===== src/rtl/video_fetch.sv =====
`default_nettype none
// ============================================================================
// Module   : video_fetch
// Brief    : Fetches one video line of LINE_BYTES bytes from SRAM through a
//            single-outstanding read port into a small prefetch FIFO that the
//            pixel consumer drains.
// Revision : 1.0 - initial release
// ============================================================================
module video_fetch #(
  parameter int LINE_BYTES = 40,
  parameter int FIFO_DEPTH = 4
) (
  input  logic        clk,
  input  logic        nrst,
  input  logic        line_start,
  input  logic [14:0] base_addr,
  output logic [14:0] rd_addr,
  output logic        rd_req,
  input  logic        rd_ack,
  input  logic [7:0]  ram_data,
  output logic [7:0]  pix_data,
  output logic        pix_valid,
  input  logic        pix_pop,
  output logic        busy,
  output logic        err
);

  localparam int              c_AW    = (FIFO_DEPTH > 1) ? $clog2(FIFO_DEPTH) : 1;
  localparam int              c_CW    = c_AW + 1;
  localparam logic [c_CW-1:0] c_DEPTH = c_CW'(FIFO_DEPTH);
  localparam logic [7:0]      c_LINE  = 8'(LINE_BYTES);

  // FETCH means a read is outstanding; HOLD means bytes remain but the FIFO is full
  typedef enum logic [1:0] {
    IDLE  = 2'd0,
    FETCH = 2'd1,
    HOLD  = 2'd2
  } state_t;

  state_t          r_state;
  state_t          w_state_next;

  logic [14:0]     r_addr;
  logic [7:0]      r_remaining;
  logic [7:0]      w_rem_dec;
  logic [7:0]      r_mem [FIFO_DEPTH];
  logic [c_AW-1:0] r_wptr;
  logic [c_AW-1:0] r_rptr;
  logic [c_AW-1:0] w_rptr_inc;
  logic [c_CW-1:0] r_count;
  logic [c_CW-1:0] w_count_next;
  logic            r_rd_req;
  logic            r_busy;
  logic            r_err;
  logic [7:0]      r_pix_data;
  logic            w_start;
  logic            w_ack;
  logic            w_pop;
  logic            w_empty;

  assign w_empty    = (r_count == '0);
  assign w_start    = line_start && (r_state == IDLE);
  assign w_ack      = rd_ack && (r_state == FETCH);
  assign w_pop      = pix_pop && !w_empty;
  assign w_rem_dec  = r_remaining - 8'd1;
  assign w_rptr_inc = r_rptr + c_AW'(1);

  // Occupancy after this edge; a start flushes, push+pop together cancel
  always_comb begin
    w_count_next = r_count;
    if (w_start) begin
      w_count_next = '0;
    end else if (w_ack && !w_pop) begin
      w_count_next = r_count + c_CW'(1);
    end else if (!w_ack && w_pop) begin
      w_count_next = r_count - c_CW'(1);
    end
  end

  // Next state: a new read is only issued when its FIFO slot is guaranteed
  always_comb begin
    w_state_next = r_state;
    case (r_state)
      IDLE: begin
        if (line_start) begin
          w_state_next = FETCH;
        end
      end
      FETCH: begin
        if (w_ack) begin
          if (w_rem_dec == 8'd0) begin
            w_state_next = IDLE;
          end else if (w_count_next < c_DEPTH) begin
            w_state_next = FETCH;
          end else begin
            w_state_next = HOLD;
          end
        end
      end
      HOLD: begin
        if (w_count_next < c_DEPTH) begin
          w_state_next = FETCH;
        end
      end
      default: w_state_next = IDLE;
    endcase
  end

  // State register; rd_req and busy are registered decodes of the next state
  always_ff @(posedge clk or negedge nrst) begin
    if (!nrst) begin
      r_state  <= IDLE;
      r_rd_req <= 1'b0;
      r_busy   <= 1'b0;
    end else begin
      r_state  <= w_state_next;
      r_rd_req <= (w_state_next == FETCH);
      r_busy   <= (w_state_next != IDLE);
    end
  end

  // Read address and bytes-left counter; the address wraps at 15 bits
  always_ff @(posedge clk or negedge nrst) begin
    if (!nrst) begin
      r_addr      <= '0;
      r_remaining <= '0;
    end else if (w_start) begin
      r_addr      <= base_addr;
      r_remaining <= c_LINE;
    end else if (w_ack) begin
      r_addr      <= r_addr + 15'd1;
      r_remaining <= w_rem_dec;
    end
  end

  // FIFO storage needs no reset; only slots below the count are ever read
  always_ff @(posedge clk) begin
    if (w_ack) begin
      r_mem[r_wptr] <= ram_data;
    end
  end

  // FIFO pointers and occupancy
  always_ff @(posedge clk or negedge nrst) begin
    if (!nrst) begin
      r_wptr  <= '0;
      r_rptr  <= '0;
      r_count <= '0;
    end else if (w_start) begin
      r_wptr  <= '0;
      r_rptr  <= '0;
      r_count <= '0;
    end else begin
      if (w_ack) begin
        r_wptr <= r_wptr + c_AW'(1);
      end
      if (w_pop) begin
        r_rptr <= w_rptr_inc;
      end
      r_count <= w_count_next;
    end
  end

  // Registered head byte: tracks whichever entry will be at the head after this edge
  always_ff @(posedge clk or negedge nrst) begin
    if (!nrst) begin
      r_pix_data <= '0;
    end else if (!w_start) begin
      if (w_pop) begin
        if (r_count == c_CW'(1)) begin
          if (w_ack) begin
            r_pix_data <= ram_data;
          end
        end else begin
          r_pix_data <= r_mem[w_rptr_inc];
        end
      end else if (w_empty && w_ack) begin
        r_pix_data <= ram_data;
      end
    end
  end

  // One-cycle error pulse for a pop on empty or a start while busy
  always_ff @(posedge clk or negedge nrst) begin
    if (!nrst) begin
      r_err <= 1'b0;
    end else begin
      r_err <= (pix_pop && w_empty) || (line_start && r_busy);
    end
  end

  assign rd_addr   = r_addr;
  assign rd_req    = r_rd_req;
  assign busy      = r_busy;
  assign err       = r_err;
  assign pix_data  = r_pix_data;
  assign pix_valid = !w_empty;

endmodule
`default_nettype wire


===== config.mk =====
export PLATFORM = sky130hd
export DESIGN_NAME = video_fetch
export DESIGN_NICKNAME = d
export VERILOG_FILES = /design/src/rtl/video_fetch.sv
export SDC_FILE = /design/constraint.sdc
export NUM_CORES = 1
export LEC_CHECK = 0
export CORE_ASPECT_RATIO = 1.2
export CORE_MARGIN = 2
export CORE_UTILIZATION = 50
export CTS_CLUSTER_DIAMETER = 200
export CTS_CLUSTER_SIZE = 14
export DETAILED_ROUTE_END_ITERATION = 10
export HOLD_SLACK_MARGIN = 0.15
export PLACE_DENSITY_LB_ADDON = 0.05
export SYNTH_ARGS = -nofsm -noshare
export SYNTH_HDL_FRONTEND = slang
export SYNTH_SLANG_ARGS = --single-unit
export TNS_END_PERCENT = 5

===== constraint.sdc =====
create_clock -name clk -period 4.1 [get_ports clk]
set_input_delay 0.82 -clock clk [delete_from_list [all_inputs] [get_ports clk]]
set_output_delay 0.82 -clock clk [all_outputs]
set_load 0.1 [all_outputs]

==> flow_metrics.env <==
export IMPL_via_count=2347
export IMPL_run_status="finished clean"
export IMPL_postCtsHoldBufs=0
export IMPL_grt_pass1_vias=2332
export IMPL_drc=0
export IMPL_required_ns=3.28
export IMPL_drv_cap=0
export IMPL_grt_overflow=0
export IMPL_rows=33
export IMPL_port_buffers=54
export IMPL_rsz0062_at_grt="no"
export IMPL_post_cts_buffers=0
export IMPL_track_usage_pct=19.3
export IMPL_die_y_um=95.8
export IMPL_cp_arrival_ns=1.98
export IMPL_clock_path_buffers=2
export IMPL_m1WireLength_mm=2.97
export IMPL_clock_skew_ns=0.00786
export IMPL_netlist_area_leader_share_pct=30.7
export IMPL_fillers=562
export IMPL_hp_class="flip-flop to flip-flop"
export IMPL_timing_critical_path_from_type="flip-flop"
export IMPL_period_minus_slack_ns=2.80
export IMPL_synthAdderAreaFrac_pct=4.56
export IMPL_num_io_pins=55
export IMPL_synth_cell_types=49
export IMPL_syn_nets=325
export IMPL_yosysTopAreaCell="dfrtp_1"
export IMPL_route_met2_wl_mm=3.29
export IMPL_crit_slowest_cell="clkdlybuf4s50_1"
export IMPL_clk_root_buffer_cell="clkbuf_8"
export IMPL_synth_top_cells_by_area="dfrtp_1 (31%), edfxtp_1 (27%), mux4_2 (5.8%)"
export IMPL_gp_congestion=0.751
export IMPL_grt_pass1_wl_mm=11.1
export IMPL_cp_num_buf_inv=1
export IMPL_clk_latency_ns=0.34
export IMPL_wl_mm=6.62
export IMPL_cts_tree="built"
export IMPL_worstSetupPathType="flip-flop to output port"
export IMPL_layout_area_seq_um2=2040
export IMPL_finalSetupViolCount=0
export IMPL_cp_num_cells=1
export IMPL_fin_nets=377
export IMPL_syn_area_um2=3510
export IMPL_synth_common_cells="dfrtp_1 (43), edfxtp_1 (32), nor2_1 (32), nand2_1 (20), a21oi_1 (16)"
export IMPL_r2r_setup_slack_ns=1.73
export IMPL_clock_fmax_ghz=0.357
export IMPL_yosysWarningCount=0
export IMPL_ys_ff_latch=75
export IMPL_h_tree_depth=3
export IMPL_start_util_pct=51.5
export IMPL_max_stage_delay_ns=1.17
export IMPL_muxShareOfSynthArea_pct=8.06
export IMPL_yosysMostFrequentCell="dfrtp_1"
export IMPL_wl_met3_um=244
export IMPL_dieWidth_um=80.5
export IMPL_cts_made_buffers=9
export IMPL_hold_viol=0
export IMPL_clk_pin_slew_ns=0.08
export IMPL_first_iter_violations=119
export IMPL_vias_per_cell=5.46
export IMPL_whs_path_depth=2
export IMPL_synthCells=286
export IMPL_r2r_cells=7
export IMPL_critPathTopFamily="buffers and inverters"
export IMPL_grt_max_degree=44
export IMPL_crit_fanout=7
export IMPL_drt_pass1_iterations=4
export IMPL_fin_crit_sh_pct=68.2
export IMPL_dpl_hpwl_mm=4.64
export IMPL_multi_input_area_um2=1360
export IMPL_fin_setup_tns_ns=0
export IMPL_diodes=0
export IMPL_relSlewSlack_pct=18.9
export IMPL_highest_layer="met4"
export IMPL_antenna_found_initial=0
export IMPL_synth_top_family_by_area="simple AND/OR/NAND/NOR gates"
export IMPL_cts_sinks=75
export IMPL_synth_edff_count=32
export IMPL_yosys_area_share_simple_pct=13.4
export IMPL_yosysSeqAreaShare_pct=58.0
export IMPL_final_max_slew_viol_count=0
export IMPL_syn_to_final_growth_pct=22.2
export IMPL_core_um2=6810
export IMPL_routedWlPerCell_um=15.4
export IMPL_synth_xor_area_share_pct=3.24
export IMPL_layout_drive_gt1_share_pct=10.5
export IMPL_post_synth_cell_area_avg_um2=12.3
export IMPL_die_area_um2=7710
export IMPL_ant_nets=0
export IMPL_synth_compound_area_share_pct=9.55
export IMPL_end_kind="output port"
export IMPL_synth_ff_type="dfrtp_1"
export IMPL_cts_repair_resized=0
export IMPL_tightestPinTransition_ns=1.21
export IMPL_ys_async_sr_fraction_pct=57.3
export IMPL_path_cells="clkdlybuf4s50_1"
==> metrics by stage <==
stage                     setup WS, ns  area (um2)  util [%]  hold WS [ns]  instances
after floorplan                   1.82        3510         -         0.450        286
after global placement            1.35        4090      60.0         0.465        414
after detailed placement          1.27        4090      60.0         0.483        414
after CTS                         1.28        4290      63.0         0.502        430
after global routing              1.23        4290      63.0         0.550        430
final                             1.30        4290      63.0         0.498        430
==> sequential cells by signal, summed over array words and instances (netlist names) <==
| signal | count |
|---|---|
| busy | 1 |
| err | 1 |
| pix_data | 8 |
| r_count | 3 |
| r_mem | 32 |
| r_remaining | 8 |
| r_rptr | 2 |
| r_state | 2 |
| r_wptr | 2 |
| rd_addr | 15 |
| rd_req | 1 |
==> layout by cell type (no fill, tap or decap), drive strengths merged, types with 2 or more instances in the layout <==
cell	netlist	final
clkdlybuf4s50	0	52
nor2	32	32
nand2	20	20
mux2i	8	8
o21ai	18	18
a21oi	17	17
xnor2	7	7
nand4	4	4
dfrtp	43	43
maj3	2	2
a211oi	3	3
and3	3	3
ha	11	11
nand3b	3	3
a311oi	4	4
nor2b	2	2
o22ai	3	3
nand3	5	5
nor3	4	4
and2	7	7
a22o	2	2
xor2	6	6
clkinv	0	2
edfxtp	32	32
clkbuf	5	9
clkinvlp	0	2
mux4	9	9
buf	9	3
inv	11	13
==> layout make-up <==
cell class,instances,share of cell area [%]
repair buffers,55,12.6
clock inverters,7,1.75
multi-input cells,186,31.8
flip-flops and latches,75,47.5
inverters,11,0.963
clock buffers,9,2.89
well taps,87,2.54
==> path summary, 6_finish.rpt <==
| path | startpoint | endpoint |
|---|---|---|
| max | rd_addr[3] | rd_addr[3] |
| min | r_remaining[7] | r_remaining[7] |
| max reg2reg | r_count[1] | pix_data[4] |
| min reg2reg | r_remaining[7] | r_remaining[7] |
| max in group asynchronous | nrst | rd_addr[1] |
| min in group asynchronous | nrst | pix_data[5] |
==> cell families after synthesis <==
| group | after synthesis |
|---|---|
| adder cells (fa/ha/maj) | 13 |
| flip-flops | 75 |
| multiplexers | 17 |
| AND/OR/NAND/NOR | 90 |
| XOR/XNOR | 13 |
| buffers and inverters | 25 |
| AO/OA/AOI/OAI | 53 |
==> per-layer routing <==
metal  vias to the layer above  GRT usage (%)
li1                       1134              -
met1                      1153           24.2
met2                        50           32.8
met3                        10           4.22
met4                         0           7.63
met5                         -              0
Power is left out: the tool's default activity adds up to more than one toggle a clock period on the data nets, which glitch-free logic cannot reach.
